### config.mk
export PLATFORM = sky130hd
export DESIGN_NAME = uart_tx_arbiter_flat
export DESIGN_NICKNAME = d
export VERILOG_FILES = /design/src/rtl/uart_tx_arbiter_if.sv /design/src/rtl/uart_tx_arbiter.sv /design/src/flat_wrapper.sv
export SDC_FILE = /design/constraint.sdc
export NUM_CORES = 1
export LEC_CHECK = 0
export CAP_MARGIN = 20
export CORE_UTILIZATION = 35
export CTS_BUF_LIST = sky130_fd_sc_hd__clkbuf_16
export CTS_CLUSTER_SIZE = 40
export DETAILED_ROUTE_END_ITERATION = 6
export GPL_TIMING_DRIVEN = 0
export PLACE_DENSITY = 0.63
export SLEW_MARGIN = 10
export SYNTH_ARGS = -nofsm -noshare
export SYNTH_HDL_FRONTEND = slang
export SYNTH_SLANG_ARGS = --single-unit
export TNS_END_PERCENT = 10
### constraint.sdc
create_clock -name clk -period 3.9 [get_ports clk]
set_input_delay 0.78 -clock clk [delete_from_list [all_inputs] [get_ports clk]]
set_output_delay 0.78 -clock clk [all_outputs]
set_load 0.05 [all_outputs]
### src/rtl/uart_tx_arbiter_if.sv
// Producer/transmitter-facing bundle of uart_tx_arbiter: request side, transmitter side and status.
// The slave modport is the arbiter's view; master is the environment (producers + transmitter).
interface uart_tx_arbiter_if #(
  parameter int NREQ  = 4,
  parameter int NBITS = 8,
  parameter int IDW   = 3
);
  logic [NREQ-1:0]       req;
  logic [NREQ*NBITS-1:0] req_data;
  logic [NREQ-1:0]       ack;
  logic [NBITS-1:0]      tx_din;
  logic                  tx_start;
  logic                  tx_done;
  logic                  busy;
  logic [IDW-1:0]        grant_id;
  logic                  timeout_err;

  modport master (
    output req, req_data, tx_done,
    input  ack, tx_din, tx_start, busy, grant_id, timeout_err
  );

  modport slave (
    input  req, req_data, tx_done,
    output ack, tx_din, tx_start, busy, grant_id, timeout_err
  );
endinterface

### src/rtl/uart_tx_arbiter.sv
// Round-robin arbiter sharing one UART transmitter among NREQ byte producers, with a WAIT watchdog.
// Optional macro UART_ARB_TAG_EN: every grant sends a tag frame {4'hA, pad, id} before the payload.
module uart_tx_arbiter #(
  parameter int NREQ    = 4,
  parameter int NBITS   = 8,
  parameter int TIMEOUT = 4096,
  parameter int IDW     = 3
) (
  input  logic             clk,
  input  logic             reset,
  uart_tx_arbiter_if.slave bus
);

  localparam int WDW = $clog2(TIMEOUT);

  typedef enum logic [1:0] {
    ST_IDLE    = 2'd0,
    ST_LAUNCH  = 2'd1,
    ST_WAIT    = 2'd2,
    ST_RELEASE = 2'd3
  } state_e;

  state_e           state_q, state_d;
  logic [IDW-1:0]   rr_ptr_q, rr_ptr_d;
  logic [NREQ-1:0]  ack_q, ack_d;
  logic [NBITS-1:0] tx_din_q, tx_din_d;
  logic             tx_start_q, tx_start_d;
  logic             busy_q, busy_d;
  logic [IDW-1:0]   grant_id_q, grant_id_d;
  logic             timeout_err_q, timeout_err_d;
  logic [WDW-1:0]   wdog_q, wdog_d;
`ifdef UART_ARB_TAG_EN
  logic             tag_q, tag_d;
  logic [NBITS-1:0] data_q, data_d;
`endif

  logic             hit_s, hit_hi_s, above_s;
  logic [IDW-1:0]   win_s, win_hi_s, win_lo_s, next_ptr_s;
  logic [NBITS-1:0] win_data_s;

  // Winner: lowest set req at or above rr_ptr, else lowest set req overall (wrap).
  always_comb begin
    hit_s    = |bus.req;
    hit_hi_s = 1'b0;
    above_s  = 1'b0;
    win_hi_s = {IDW{1'b0}};
    win_lo_s = {IDW{1'b0}};
    for (int c = NREQ - 1; c >= 0; c--) begin
      above_s  = bus.req[c] && (IDW'(c) >= rr_ptr_q);
      win_hi_s = above_s ? IDW'(c) : win_hi_s;
      hit_hi_s = hit_hi_s | above_s;
      win_lo_s = bus.req[c] ? IDW'(c) : win_lo_s;
    end
    win_s      = hit_hi_s ? win_hi_s : win_lo_s;
    win_data_s = {NBITS{1'b0}};
    for (int c = 0; c < NREQ; c++) begin
      win_data_s = (IDW'(c) == win_s) ? bus.req_data[c*NBITS +: NBITS] : win_data_s;
    end
    next_ptr_s = (grant_id_q == IDW'(NREQ - 1)) ? {IDW{1'b0}} : grant_id_q + IDW'(1'b1);
  end

  // Next-state and registered-output decode.
  always_comb begin
    state_d       = state_q;
    rr_ptr_d      = rr_ptr_q;
    ack_d         = {NREQ{1'b0}};
    tx_din_d      = tx_din_q;
    tx_start_d    = 1'b0;
    grant_id_d    = grant_id_q;
    timeout_err_d = 1'b0;
    wdog_d        = wdog_q;
`ifdef UART_ARB_TAG_EN
    tag_d         = tag_q;
    data_d        = data_q;
`endif
    case (state_q)
      ST_IDLE: begin
        if (hit_s) begin
          state_d    = ST_LAUNCH;
          grant_id_d = win_s;
          ack_d      = {{(NREQ-1){1'b0}}, 1'b1} << win_s;
`ifdef UART_ARB_TAG_EN
          tag_d      = 1'b1;
          data_d     = win_data_s;
          tx_din_d   = {4'hA, {(NBITS-4-IDW){1'b0}}, win_s};
`else
          tx_din_d   = win_data_s;
`endif
        end else begin
          state_d = ST_IDLE;
        end
      end
      ST_LAUNCH: begin
        tx_start_d = 1'b1;
        wdog_d     = {WDW{1'b0}};
        state_d    = ST_WAIT;
      end
      ST_WAIT: begin
        wdog_d = wdog_q + WDW'(1'b1);
        if (bus.tx_done) begin
          state_d = ST_RELEASE;
        end else if (wdog_q == WDW'(TIMEOUT - 1)) begin
          // Abort drops any pending payload frame and moves fairness past the winner.
          timeout_err_d = 1'b1;
          rr_ptr_d      = next_ptr_s;
          state_d       = ST_IDLE;
`ifdef UART_ARB_TAG_EN
          tag_d         = 1'b0;
`endif
        end else begin
          state_d = ST_WAIT;
        end
      end
      ST_RELEASE: begin
        if (bus.tx_done) begin
          state_d = ST_RELEASE;
        end else begin
`ifdef UART_ARB_TAG_EN
          if (tag_q) begin
            tag_d    = 1'b0;
            tx_din_d = data_q;
            state_d  = ST_LAUNCH;
          end else begin
            rr_ptr_d = next_ptr_s;
            state_d  = ST_IDLE;
          end
`else
          rr_ptr_d = next_ptr_s;
          state_d  = ST_IDLE;
`endif
        end
      end
      default: begin
        state_d = ST_IDLE;
      end
    endcase
    busy_d = (state_d != ST_IDLE);
  end

  // State and output registers with synchronous active-low reset.
  always_ff @(posedge clk) begin
    if (!reset) begin
      state_q       <= ST_IDLE;
      rr_ptr_q      <= {IDW{1'b0}};
      ack_q         <= {NREQ{1'b0}};
      tx_din_q      <= {NBITS{1'b0}};
      tx_start_q    <= 1'b0;
      busy_q        <= 1'b0;
      grant_id_q    <= {IDW{1'b0}};
      timeout_err_q <= 1'b0;
      wdog_q        <= {WDW{1'b0}};
`ifdef UART_ARB_TAG_EN
      tag_q         <= 1'b0;
      data_q        <= {NBITS{1'b0}};
`endif
    end else begin
      state_q       <= state_d;
      rr_ptr_q      <= rr_ptr_d;
      ack_q         <= ack_d;
      tx_din_q      <= tx_din_d;
      tx_start_q    <= tx_start_d;
      busy_q        <= busy_d;
      grant_id_q    <= grant_id_d;
      timeout_err_q <= timeout_err_d;
      wdog_q        <= wdog_d;
`ifdef UART_ARB_TAG_EN
      tag_q         <= tag_d;
      data_q        <= data_d;
`endif
    end
  end

  assign bus.ack         = ack_q;
  assign bus.tx_din      = tx_din_q;
  assign bus.tx_start    = tx_start_q;
  assign bus.busy        = busy_q;
  assign bus.grant_id    = grant_id_q;
  assign bus.timeout_err = timeout_err_q;

endmodule

### src/flat_wrapper.sv
// flat-port wrapper written by rule: the top's interface ports become plain ports
module uart_tx_arbiter_flat 
#(
  parameter int NREQ    = 4,
  parameter int NBITS   = 8,
  parameter int TIMEOUT = 4096,
  parameter int IDW     = 3
)
  (clk, reset, bus_req, bus_req_data, bus_tx_done, bus_ack, bus_tx_din, bus_tx_start, bus_busy, bus_grant_id, bus_timeout_err);
  uart_tx_arbiter_if #(.NREQ(NREQ), .NBITS(NBITS), .IDW(IDW)) bus_i ();
  input  logic clk;
  input  logic reset;
  input wire logic [$bits(bus_i.req)-1:0] bus_req;
  input wire logic [$bits(bus_i.req_data)-1:0] bus_req_data;
  input wire logic [$bits(bus_i.tx_done)-1:0] bus_tx_done;
  output wire logic [$bits(bus_i.ack)-1:0] bus_ack;
  output wire logic [$bits(bus_i.tx_din)-1:0] bus_tx_din;
  output wire logic [$bits(bus_i.tx_start)-1:0] bus_tx_start;
  output wire logic [$bits(bus_i.busy)-1:0] bus_busy;
  output wire logic [$bits(bus_i.grant_id)-1:0] bus_grant_id;
  output wire logic [$bits(bus_i.timeout_err)-1:0] bus_timeout_err;
  assign bus_i.req = bus_req;
  assign bus_i.req_data = bus_req_data;
  assign bus_i.tx_done = bus_tx_done;
  assign bus_ack = bus_i.ack;
  assign bus_tx_din = bus_i.tx_din;
  assign bus_tx_start = bus_i.tx_start;
  assign bus_busy = bus_i.busy;
  assign bus_grant_id = bus_i.grant_id;
  assign bus_timeout_err = bus_i.timeout_err;
  uart_tx_arbiter #(.NREQ(NREQ), .NBITS(NBITS), .TIMEOUT(TIMEOUT), .IDW(IDW)) u_core (.clk(clk), .reset(reset), .bus(bus_i));
endmodule
Word level (Yosys, flattened, before mapping)
Index checks and enable logic that the tools add are counted.
Widths: inputs -> output; s select.
- register bits after elaboration: 35
- output and inout port bits: 18
- logic and storage cells: 72
- add/subtract/negate cells: 2
- $lt $le $gt $ge: 4
- equality and inequality tests: 11
- shifts and indexed selects: 1
- mux-type cells: 26
- bitwise logic cells: 5
- reduce and logical (&&, ||, !) cells: 14
- operator list (cell ; number):
    $mux 3 ; 11
    $mux 8 ; 4
    $pmux 12 s2 ; 1
    $add 12x1->12 const B ; 1
    $eq 12x12->1 const B ; 1
    $mux 2 ; 5
    $pmux 2 s4 ; 1
    $eq 2x3->1 const A ; 2
    $ge 1x3->1 const A ; 2
    $ge 2x3->1 const A ; 2
    $pmux 3 s2 ; 1
    $reduce_bool 2->1 ; 3
    $eq 2x2->1 const B ; 2
    $logic_and 1x1->1 ; 4
    $ne 2x2->1 const B ; 2
    $reduce_and 4->1 ; 1
    $reduce_or 4->1 ; 1
    $shl 1x3->4 const A ; 1
    $add 3x1->3 const B ; 1
    $eq 1x3->1 const A ; 1
    $eq 3x2->1 const B ; 1
    $logic_not 3->1 ; 1
    $mux 1 ; 3
    $or 1x1->1 ; 3
    other kinds (7) ; 8

Longest topological paths before layout
- depth in word-level cells: 12
- gate-level depth with buffers: 8
- mapped depth without buffers: 7

Worst setup path after synthesis
OpenSTA, ideal clock, no wires.
- path type: in2reg
- start: input bus_req[1]
- end: register u_core.busy_q, in the netlist u_core.bus.busy
- library setup time: 0.123 ns
- arrival time: 1.832 ns
- path slack: 1.945 ns
- cell stages on the path: 4
- path buffers: 0
- path through: o41ai_1 -> o21ai_0 -> and2_1 -> or2_2
- cells in the longest elaborated chain, start to end: 4
- ends and longest elaborated chain (item ; line ; RTL):
    start, declared ; flat_wrapper.sv:13 ; input wire logic [$bits(bus_i.req)-1:0] bus_req;
    $reduce_or 4->1 ; uart_tx_arbiter.sv:43 ; hit_s = |bus.req;
    $mux 1 ; uart_tx_arbiter.sv:78 ; if (hit_s) begin
    $pmux 2 s4 ; uart_tx_arbiter.sv:76 ; case (state_q)
    $reduce_bool 2->1 ; uart_tx_arbiter.sv:137 ; busy_d = (state_d != ST_IDLE);
    end signal, assigned ; uart_tx_arbiter.sv:162 ; busy_q <= busy_d;
    end, declared ; uart_tx_arbiter.sv:28 ; logic busy_q, busy_d;
No other way between the ends.
A chain may end at the register's enable or synchronous reset.

Final worst setup path
- start: input bus_req[1]
- end: register u_core.tx_din_q[1], in the netlist u_core.bus.tx_din[1]
- cells in the longest elaborated chain, start to end: 9
- ends and longest elaborated chain (item ; line ; RTL):
    $logic_and 1x1->1 ; uart_tx_arbiter.sv:49 ; above_s = bus.req[c] && (IDW'(c) >= rr_ptr_q);
    $mux 3 or $or 1x1->1 (tied branches) (2 in series) ; uart_tx_arbiter.sv:50, uart_tx_arbiter.sv:51 ;
    $mux 3 ; uart_tx_arbiter.sv:54 ; win_s = hit_hi_s ? win_hi_s : win_lo_s;
    $logic_not 3->1 ; uart_tx_arbiter.sv:57 ; win_data_s = (IDW'(c) == win_s) ? bus.req_data[c*NBITS +: NBITS] : win_data_s;
    $mux 8 (4 in series) ; uart_tx_arbiter.sv:57 ;
    end signal, assigned ; uart_tx_arbiter.sv:146 ; tx_din_q <= {NBITS{1'b0}};
    end signal, assigned ; uart_tx_arbiter.sv:160 ; tx_din_q <= tx_din_d;
    end, declared ; uart_tx_arbiter.sv:26 ; logic [NBITS-1:0] tx_din_q, tx_din_d;
Parallel ways exist; a longest one is shown, timed or not.

==> flow_summary_export.csv <==
group,metric,value,unit
sta,timing.fmax,405,MHz
sta,hold_viol_final,0,
layout,syn2layout_area_growth,46.3,%
logic_synthesis,yosys_warnings,0,
grt,grt_max_degree,11,
clocking,cts-resized-gates,0,
floorplanning,initial_core_util,36.6,%
logic_synthesis,async_flop_share,0,%
worst_hold_path,min_path_type,"reg2reg",
logic_synthesis,synth.most_common_cell,"dfxtp_1",
power,ir_drop,0.000187,V
sta,worst_clock_skew,0.00278,ns
outcome,status,"finished clean",
place,hpwl,2730,um
layout,drive_gt1_share,7.98,%
layout,layout.nets,282,
place,portBuffers,54,
clocking,cts.sinks,33,
logic_synthesis,yosysUniqueCellTypes,40,
sta,relSlewSlack,50.9,%
layout,final_core_util,53.6,%
job,cap_violations,0,
place,dpl-instance-area,2210,um2
routing,first_pass_iters,4,
routing,vias,1392,
power,switching_power,0.000307,W
logic_synthesis,yosysSeqAreaShare,41.1,%
routing,drc_errors,0,
floorplanning,chipHeight,69.8,um
critical_path,worstPathMaxFanout,10,
critical_path,cp.required,4.04,ns
logic_synthesis,syn_inst,176,
critical_path,arrival,2.61,ns
clocking,postCtsHoldBufs,0,
layout,final_area,2350,um2
sta,setup_violations,0,
power,swShare,30.4,%
grt,grt_pass1_wl,6510,um
power,power_frac_comb,26.2,%
sta,fin_setup_tns,0,ns
floorplanning,die-area,4870,um2
logic_synthesis,syn-cell-area,1610,um2
critical_path,worstSetupEndpointType,"register",
critical_path,start_kind,"primary input",
sta,post-route-min-period,2.47,ns
logic_synthesis,yosys_most_used_dff,"dfxtp_1",
clocking,cts.path.max_buffers,2,
logic_synthesis,synth-edff-count,0,
sta,worst_slew_pin_slew,0.731,ns
clocking,clk_pin_slew,0.05,ns
floorplanning,rows,24,
power,leakage,0.863,nW
clocking,clk_latency,0.27,ns
clocking,post_cts_buffers,0,
logic_synthesis,syn_nets,221,
critical_path,critical_path_class,"in2reg",
routing,ant_nets,0,
power,p_per_area,430,nW/um2
floorplanning,fp.dieW,69.8,um
logic_synthesis,netlist.area_leader.share,41.1,%
clocking,cts_buffers,5,
logic_synthesis,yosysTopAreaCell,"dfxtp_1",
layout,n_antenna_cell,0,
routing,wl_per_cell,12.9,um
power,power_frac_clock,36.5,%
layout,fillers,418,
layout,ff_latch_area,661,um2
logic_synthesis,synth_area_leaders,"dfxtp_1 (41%), mux2i_1 (12%), nand2_1 (5.1%)",
logic_synthesis,ys_ff_latch,33,
logic_synthesis,synthTopCellsByCount,"dfxtp_1 (33), nand2_1 (22), mux2i_1 (20)",
grt,gr-total-overflow,0,
routing,drt-total-wl,3740,um
place,gp_congestion,0.751,
grt,grt_pass1_vias,1352,
clocking,htreeDepth,2,
routing,drt_iter0_drc,56,
floorplanning,io_pins,57,
sta,report.final.slew_viol_count,0,
power,internal_power,0.000703,W
layout,multi_input_area,867,um2
grt,antenna_found_initial,0,
power,power.share.sequential,37.3,%
grt,grt_use_total,17.1,%
routing,via_per_inst,4.80,
clocking,cts_tree,"yes",
power,fin_total_pwr,0.00101,W
clocking,root_buffer,"clkbuf_16",
sta,grt_setup_unrepaired,"no",
sta,fin_crit_sh,63.3,%
floorplanning,core-area,4380,um2
logic_synthesis,syn_avg_cell_area,9.13,um2
## worst paths after layout
check / from / to / slack, ns / cells after the start
worst max-delay path: bus_req[1] / u_core.bus.tx_din[1] / 1.43 / 5
worst min-delay path: u_core.bus.tx_din[4] / u_core.bus.tx_din[4] / 0.46 / 2
worst max register to register: u_core.state_q[1] / u_core.wdog_q[7] / 1.79 / 7
worst min register to register: u_core.bus.tx_din[4] / u_core.bus.tx_din[4] / 0.46 / 2
## critical path, stage by stage
cell and delay (ns):
clkdlybuf4s50_1 0.46, o41ai_1 0.67, inv_1 0.24, nand3b_2 0.29, o221ai_1 0.17
## kinds of logic after synthesis
| group | count (synthesis) | synth area share (%) |
|---|---|---|
| and+or+nand+nor | 63 | 19.7 |
| DFF | 33 | 41.1 |
| AOI/OAI and AO/OA | 27 | 11.6 |
| muxes | 21 | 13.4 |
| buffers and inverters | 17 | 4.91 |
| xor gates and xnor gates | 8 | 4.36 |
| adders and majority gates | 6 | 4.67 |
| other | 1 | 0.233 |
## per-layer routing
| layer | track usage [%] | vias up | share of wire (%) |
|---|---|---|---|
| met1 | 22.2 | 615 | 47 |
| met4 | 10.0 | 0 | 2.8 |
| li1 | - | 734 | - |
| met3 | 4.36 | 10 | 4.1 |
| met5 | 0 | - | 0 |
| met2 | 25.5 | 33 | 46 |
## final cells by class
| class | instances | area share [%] |
|---|---|---|
| flip-flops and latches | 33 | 28.1 |
| well taps | 52 | 2.77 |
| inverters | 9 | 1.44 |
| repair buffers | 54 | 23.0 |
| plain buffers | 8 | 1.92 |
| clock buffers | 5 | 5.32 |
| multi-input cells | 126 | 36.9 |
| clock inverters | 3 | 0.532 |
## layout by cell type (no fill, tap or decap), types with 2 or more instances in the layout
cell type         n
a21boi_0          3
a21oi_1           5
and2_1            3
buf_2             3
clkbuf_1          3
clkbuf_16         5
clkdlybuf4s50_1  54
clkinv_1          2
dfxtp_1          33
ha_1              6
inv_1             9
mux2i_1          20
nand2_1          22
nand3_1           3
nand4_1           5
nor2_1           15
nor3_1            2
o21ai_0           6
o221ai_1          8
xnor2_1           2
xor2_1            6
## state kept, by name, summed over array words and instances (netlist names)
signal / cells
u_core.bus.tx_start: 1
u_core.rr_ptr_q: 2
u_core.bus.ack: 4
u_core.wdog_q: 12
u_core.bus.grant_id: 2
u_core.bus.tx_din: 8
u_core.bus.timeout_err: 1
u_core.bus.busy: 1
u_core.state_q: 2
## metrics by stage
step / hold slack [ns] / setup WS, ns / cells
finish: 0.458 / 1.43 / 290
global route: 0.480 / 1.26 / 290
CTS: 0.464 / 1.40 / 290
detailed placement: 0.448 / 1.12 / 282
global placement: 0.446 / 1.14 / 282
floorplan: 0.448 / 1.95 / 176
## power by group through the flow
stage	clock (W)	combinational (W)	sequential [W]
final	0.000369	0.000265	0.000377
after global routing	0.000392	0.000285	0.000381
after global placement	0	0.000265	0.000384
after floorplan	0	0.0000919	0.000455
after detailed placement	0	0.000266	0.000384
after CTS	0.000379	0.000267	0.000377
Note: power is estimated with default switching activity, not from simulation.
